--- src/rtl/cfa_window_buffer.sv ---
// CFA window buffer: aligns issue strobes with RAM read data, zero-pads out-of-frame
// samples and assembles a FILTER_SIZE x FILTER_SIZE sliding window. Option macro: CFA_PAD_VALUE_EN.
module cfa_window_buffer #(
  parameter int PIXEL_WIDTH  = 8,
  parameter int FILTER_SIZE  = 5,
  parameter int READ_LATENCY = 1
) (
  input  logic                                           clk,
  input  logic                                           rst,
  input  logic                                           sampleValid,
  input  logic                                           addressValid,
  input  logic                                           rowStart,
  input  logic [PIXEL_WIDTH-1:0]                         memData,
`ifdef CFA_PAD_VALUE_EN
  input  logic [PIXEL_WIDTH-1:0]                         padValue,
`endif
  output logic [FILTER_SIZE*FILTER_SIZE*PIXEL_WIDTH-1:0] winOut,
  output logic                                           winValid,
  output logic [15:0]                                    winCount,
  output logic                                           protocolErr
);

  localparam int CW   = $clog2(FILTER_SIZE + 1);
  localparam int COLW = FILTER_SIZE * PIXEL_WIDTH;
  localparam int WINW = FILTER_SIZE * COLW;
  localparam int STGW = (FILTER_SIZE - 1) * PIXEL_WIDTH;
  localparam logic [CW-1:0] LASTROW = CW'(FILTER_SIZE - 1);
  localparam logic [CW-1:0] FULL    = CW'(FILTER_SIZE);

  logic [READ_LATENCY-1:0] sv_pipe_q, av_pipe_q, rs_pipe_q;
  logic [STGW-1:0]         stage_q, stage_d;
  logic [WINW-1:0]         win_q, win_d;
  logic [CW-1:0]           rowIdx_q, rowIdx_d;
  logic [CW-1:0]           colCount_q, colCount_d;
  logic [CW-1:0]           col_inc_s;
  logic                    valid_q, valid_d;
  logic [15:0]             cnt_q, cnt_d;
  logic                    err_q, err_d;
  logic                    arr_v_s, arr_av_s, arr_rs_s;
  logic [PIXEL_WIDTH-1:0]  pad_s, pixel_s;

`ifdef CFA_PAD_VALUE_EN
  assign pad_s = padValue;
`else
  assign pad_s = {PIXEL_WIDTH{1'b0}};
`endif

  assign arr_v_s  = sv_pipe_q[READ_LATENCY-1];
  assign arr_av_s = av_pipe_q[READ_LATENCY-1];
  assign arr_rs_s = rs_pipe_q[READ_LATENCY-1];

  // Next-state logic for column assembly, window shift and status
  always_comb begin
    pixel_s    = arr_av_s ? memData : pad_s;
    stage_d    = stage_q;
    win_d      = win_q;
    rowIdx_d   = rowIdx_q;
    colCount_d = colCount_q;
    valid_d    = 1'b0;
    cnt_d      = cnt_q;
    err_d      = err_q;
    col_inc_s  = (colCount_q == FULL) ? FULL : colCount_q + CW'(1);
    if (arr_v_s) begin
      if (arr_rs_s) begin
        // a rowStart mid-column drops the partial column and restarts at row 0
        err_d                  = err_q | (rowIdx_q != {CW{1'b0}});
        colCount_d             = {CW{1'b0}};
        stage_d[PIXEL_WIDTH-1:0] = pixel_s;
        rowIdx_d               = CW'(1);
      end else begin
        for (int r = 0; r < FILTER_SIZE - 1; r++) begin
          stage_d[r*PIXEL_WIDTH +: PIXEL_WIDTH] =
            (rowIdx_q == CW'(r)) ? pixel_s : stage_q[r*PIXEL_WIDTH +: PIXEL_WIDTH];
        end
        if (rowIdx_q == LASTROW) begin
          win_d      = {pixel_s, stage_q, win_q[WINW-1:COLW]};
          rowIdx_d   = {CW{1'b0}};
          colCount_d = col_inc_s;
          if (col_inc_s == FULL) begin
            valid_d = 1'b1;
            cnt_d   = cnt_q + 16'd1;
          end else begin
            valid_d = 1'b0;
          end
        end else begin
          rowIdx_d = rowIdx_q + CW'(1);
        end
      end
    end else begin
      rowIdx_d = rowIdx_q;
    end
  end

  // Strobe alignment chain and assembly state registers
  always_ff @(posedge clk) begin
    if (rst) begin
      sv_pipe_q  <= {READ_LATENCY{1'b0}};
      av_pipe_q  <= {READ_LATENCY{1'b0}};
      rs_pipe_q  <= {READ_LATENCY{1'b0}};
      stage_q    <= {STGW{1'b0}};
      win_q      <= {WINW{1'b0}};
      rowIdx_q   <= {CW{1'b0}};
      colCount_q <= {CW{1'b0}};
      valid_q    <= 1'b0;
      cnt_q      <= 16'd0;
      err_q      <= 1'b0;
    end else begin
      sv_pipe_q[0] <= sampleValid;
      av_pipe_q[0] <= addressValid;
      rs_pipe_q[0] <= rowStart;
      for (int i = 1; i < READ_LATENCY; i++) begin
        sv_pipe_q[i] <= sv_pipe_q[i-1];
        av_pipe_q[i] <= av_pipe_q[i-1];
        rs_pipe_q[i] <= rs_pipe_q[i-1];
      end
      stage_q    <= stage_d;
      win_q      <= win_d;
      rowIdx_q   <= rowIdx_d;
      colCount_q <= colCount_d;
      valid_q    <= valid_d;
      cnt_q      <= cnt_d;
      err_q      <= err_d;
    end
  end

  assign winOut      = win_q;
  assign winValid    = valid_q;
  assign winCount    = cnt_q;
  assign protocolErr = err_q;

endmodule

--- config.mk ---
export PLATFORM = sky130hd
export DESIGN_NAME = cfa_window_buffer
export DESIGN_NICKNAME = d
export VERILOG_FILES = /design/src/rtl/cfa_window_buffer.sv
export SDC_FILE = /design/constraint.sdc
export NUM_CORES = 1
export LEC_CHECK = 0
export CAP_MARGIN = 20
export CELL_PAD_IN_SITES_DETAIL_PLACEMENT = 1
export CELL_PAD_IN_SITES_GLOBAL_PLACEMENT = 2
export CORE_MARGIN = 2
export CORE_UTILIZATION = 30
export DETAILED_ROUTE_END_ITERATION = 16
export PLACE_DENSITY_LB_ADDON = 0.1
export SLEW_MARGIN = 20
export SYNTH_ARGS = -nofsm -noshare
export SYNTH_HDL_FRONTEND = slang
export SYNTH_SLANG_ARGS = --single-unit
--- constraint.sdc ---
create_clock -name clk -period 3.2 [get_ports clk]
set_clock_uncertainty 0.2 [all_clocks]
set_input_delay 0.64 -clock clk [delete_from_list [all_inputs] [get_ports clk]]
set_output_delay 0.64 -clock clk [all_outputs]
set_load 0.01 [all_outputs]
# ---- After elaboration in Yosys (flattened, before gate mapping)
# Cells that the tools add are included.
dict set report totals {
  rom_bits 0
  regBits 259
  out_inout_bits 218
  latch_bits 0
  n_memories 0
  mem_bits_rw 0
  word_cells 48
}
dict set report classes {
  n_shift 0
  n_eq_ne 6
  muxes 9
  div 0
  add_sub_neg 3
  multipliers 0
  bitwise_logic 4
  reduce_logical 13
  n_lt_le_gt_ge 0
}
# cell count
set ops {}
lappend ops {{8-bit 2-to-1 mux} 3}
lappend ops {{16-bit by 1-bit adder with 16-bit output (second input constant)} 1}
lappend ops {{3-bit 2-to-1 mux} 5}
lappend ops {{3-bit AND reduction} 4}
lappend ops {{3-bit equality test (second input constant)} 3}
lappend ops {{3-bit by 1-bit adder with 3-bit output (second input constant)} 2}
lappend ops {{3-bit by 2-bit equality test with 1-bit output (second input constant)} 2}
lappend ops {{2-bit AND reduction} 3}
lappend ops {{4-bit AND reduction} 1}
lappend ops {{2-bit nonzero test} 2}
lappend ops {{4-bit OR reduction} 1}
lappend ops {{3-bit by 1-bit equality test with 1-bit output (second input constant)} 1}
lappend ops {{3-bit logical NOT} 1}
lappend ops {{1-bit NOT} 3}
lappend ops {{3-bit nonzero test} 1}
lappend ops {{1-bit 2-to-1 mux} 1}
lappend ops {{1-bit OR} 1}

# ---- Logic depth before layout (Yosys ltp)
dict set report depth {
  ltp_word 4
  ltp_mapped 8
}

# ---- Least setup slack after synthesis
# Ideal clock, no wire load.
dict set report synth_timing {
  path_kind {register to register}
  startpoint {register rowIdx_q[0]}
  endpoint {register cnt_q[13] (netlist: winCount[13])}
  stages_incl_launch_ff 7
  n_path_buf 0
  t_required_ps 2879
  synth_period_minus_slack_ps 2011
  setup_slack_ps 1189
  arrival_ps 1690
  path_cell_list {dfxtp_1 -> inv_1 -> ha_1 -> nand4b_1 -> or4_4 -> nor2_1 -> mux2_2}
}
dict set report synth_via {
  elab_chain_cells 2
}
# item line
set synth_rtl {}
lappend synth_rtl {{start, declared} 33} ;# logic [CW-1:0] rowIdx_q, rowIdx_d;
lappend synth_rtl {{start signal, assigned} 102} ;# rowIdx_q <= {CW{1'b0}};
lappend synth_rtl {{start signal, assigned} 118} ;# rowIdx_q <= rowIdx_d;
lappend synth_rtl {{3-bit equality test} 75} ;# if (rowIdx_q == LASTROW) begin
lappend synth_rtl {{4-bit AND reduction (no source line)} -}
lappend synth_rtl {{end signal, assigned} 121} ;# cnt_q <= cnt_d;
lappend synth_rtl {{end, declared} 37} ;# logic [15:0] cnt_q, cnt_d;
# No other way between the ends.
# A chain may end at the register's enable or synchronous reset.

# ---- Final worst setup path
dict set report layout_timing {
  startpoint {register rowIdx_q[0]}
  endpoint {register win_q[79] (netlist: winOut[79])}
}
dict set report layout_via {
  elab_chain_cells 2
}
# item line
set layout_rtl {}
lappend layout_rtl {{3-bit equality test} 75}
lappend layout_rtl {{3-bit AND reduction (no source line)} -}
lappend layout_rtl {{end signal, assigned} 101} ;# win_q <= {WINW{1'b0}};
lappend layout_rtl {{end signal, assigned} 117} ;# win_q <= win_d;
lappend layout_rtl {{end, declared} 32} ;# logic [WINW-1:0] win_q, win_d;
# No other way between the ends.

==> results.json <==
{
  "power_density_mw_per_mm2": 546,
  "synth_cells": 1162,
  "critPathSlowestCell": "buf_12",
  "antenna_found_initial": 0,
  "grt_pass1_vias": 7642,
  "gp_congestion": 0.780,
  "firstDrtPassIters": 4,
  "ant_nets": 0,
  "syn_to_final_growth_pct": 40.4,
  "num-fill-cells": 3609,
  "grt_overflow": 0,
  "post_cts_resized": 0,
  "p_leak_nw": 4.22,
  "grt_pass1_wl_mm": 44.5,
  "clk_latency_ns": 0.54,
  "outcome": "finished, final reports clean",
  "synth_seq_area_share": 0.564,
  "rsz0062_at_grt": "false",
  "crit_fanout": 113,
  "ys.flop_type": "dfxtp_1",
  "crit_path_max_incr_delay_ns": 0.43,
  "crit_top_cell": "buf_12",
  "clockBufferDepth": 3,
  "die_area_mm2": 0.0321,
  "cts.sinks": 259,
  "crit_type": "reg2reg",
  "mostFrequentLayoutCells": "nand2_1 (406), dfxtp_1 (259), a21oi_1 (241)",
  "diodes": 0,
  "synth_fp_nets": 1181,
  "endpoint_kind": "register",
  "clockRootBuffer": "clkbuf_16",
  "layout-drive-gt1-share": 0.0574,
  "grt_usage": 0.175,
  "core_mm2": 0.0303,
  "hp-class": "reg2reg",
  "synth.ff_latch_count": 259,
  "slew_violations": 0,
  "crit_family": "buffers and inverters",
  "max_freq_ghz": 0.409,
  "avgViaCountPerCell": 4.60,
  "hold_depth": 2,
  "grt_max_degree": 114,
  "dieWidth_um": 179,
  "routed_wl_mm": 29.1,
  "cp.depth": 7,
  "syn-cell-area_mm2": 0.00920,
  "synth_top_family_by_area": "simple AND/OR/NAND/NOR gates",
  "synth_xor_area_frac": 0.00857,
  "syn_area_per_cell_um2": 7.91,
  "period_share": 0.764,
  "nets": 1372,
  "die_y_um": 179,
  "dpl.hpwl_mm": 19.4,
  "slew_headroom": 0.489,
  "final_common_cell": "nand2_1",
  "crit_path_start_kind": "register",
  "peakVddDrop_mv": 0.413,
  "setup_violations": 0,
  "cts_hold_buf": 0,
  "synthAdderAreaFrac": 0.00816,
  "first_iter_violations": 468,
  "synth_edf_count": 0,
  "worstMarginPinSlew_ns": 0.762,
  "ys_types": 34,
  "htree_levels": 1,
  "async_flop_share": 0,
  "io_buffers": 230,
  "fin_crit_ns": 2.45,
  "drc": 0,
  "synth_compound_area_frac": 0.138,
  "dpl.cell_count": 1717,
  "synth_simple_gate_area_share": 0.238,
  "cts_setup_buffers": 0,
  "hold_viol": 0,
  "clkSlewWorstSetupHoldPaths_ns": 0.06,
  "max_cap_violations": 0,
  "start_util": 0.303,
  "wire_per_inst_um": 16.4,
  "yosys-mux-area-fraction": 0.00476,
  "yosysWarnings": 0,
  "rows": 64,
  "cp.required_ns": 3.46,
  "dr_total_vias": 8149,
  "rr_worst_depth": 7,
  "arrival_ns": 2.70,
  "fin_tns_setup_ns": 0,
  "final_cells": 1772,
  "cp_num_buf_inv": 3,
  "cts_buffers": 30,
  "crit_chain": "inv_1, ha_1, nand4b_1, buf_12, buf_12, nand2_1, a21oi_1",
  "cts_tree": "built",
  "ios": 231
}
-- Yosys cell counts (all sizes together), types with 6 or more instances --
cell type	n	area, um^2
nand2	406	1520
buf	25	116
ha	6	75.1
xnor2	6	52.6
or2	8	50.1
a21oi	241	1210
nor2b	7	43.8
dfxtp	259	5180
clkbuf	59	221
nor2	88	330
nand3	7	35.0
-- worst paths after layout --
check                                start                        to  slack [ns]
setup reg to reg  rowIdx_q[0]$_SDFFE_PP0P_   winOut[79]$_SDFFE_PP0P_        0.75
hold / removal     stage_q[5]$_SDFFE_PP0P_  winOut[165]$_SDFFE_PP0P_        0.25
setup / recovery  rowIdx_q[0]$_SDFFE_PP0P_   winOut[79]$_SDFFE_PP0P_        0.75
hold reg to reg    stage_q[5]$_SDFFE_PP0P_  winOut[165]$_SDFFE_PP0P_        0.25
-- metrics by stage --
step            util  total power [mW]  hold slack [ns]  setup WS, ns  area (um^2)
3_3_place_gp   0.390              3.43            0.242         0.734        11800
6_report       0.426              7.06            0.253         0.754        12900
4_1_cts        0.426              7.17            0.257         0.665        12900
2_1_floorplan      -              3.38            0.232          1.19         9200
5_1_grt        0.426              7.31            0.276         0.430        12900
3_5_place_dp   0.390              3.43            0.246         0.670        11800
-- report_power, final --
group	switching, mW	internal [mW]	leakage [nW]
Sequential	0.00835	3.23	2.09
Combinational	0.0832	0.0333	1.60
Clock	1.39	2.32	0.536
-- flip-flops by register name (all words and copies together), names as in the netlist --
register / flops
rowIdx_q: 3
winValid: 1
stage_q: 32
winOut: 200
protocolErr: 1
arr_v_s: 1
winCount: 16
arr_rs_s: 1
arr_av_s: 1
colCount_q: 3
-- worst min-delay path: stages (launching register included) --
cell	delay [ns]
dfxtp_1	0.31
nand2_1	0.05
a21oi_1	0.05
-- cell families after synthesis --
logic type,count (synthesis)
flops,259
fa+ha+maj,6
mux,4
xor+xnor,9
simple gates,544
compound gates,251
buf+inv,89
-- final cells by class --
class	count	area, um^2	share of cell area
Multi-Input combinational cell	814	3660	0.283
Timing Repair Buffer	243	2480	0.192
Tap cell	396	495	0.0384
Inverter	5	18.8	0.00145
Sequential cell	259	5180	0.402
Clock inverter	18	250	0.0194
Clock buffer	37	828	0.0641
-- metal layers --
| layer | global-route usage | routed length [um] | vias up |
|---|---|---|---|
| li1 | - | - | 4155 |
| met1 | 0.256 | 14500 | 3790 |
| met2 | 0.264 | 12600 | 160 |
| met3 | 0.0322 | 1370 | 44 |
| met4 | 0.0454 | 618 | 0 |
| met5 | 0 | 0 | - |
(Power assumes the default switching activity.)
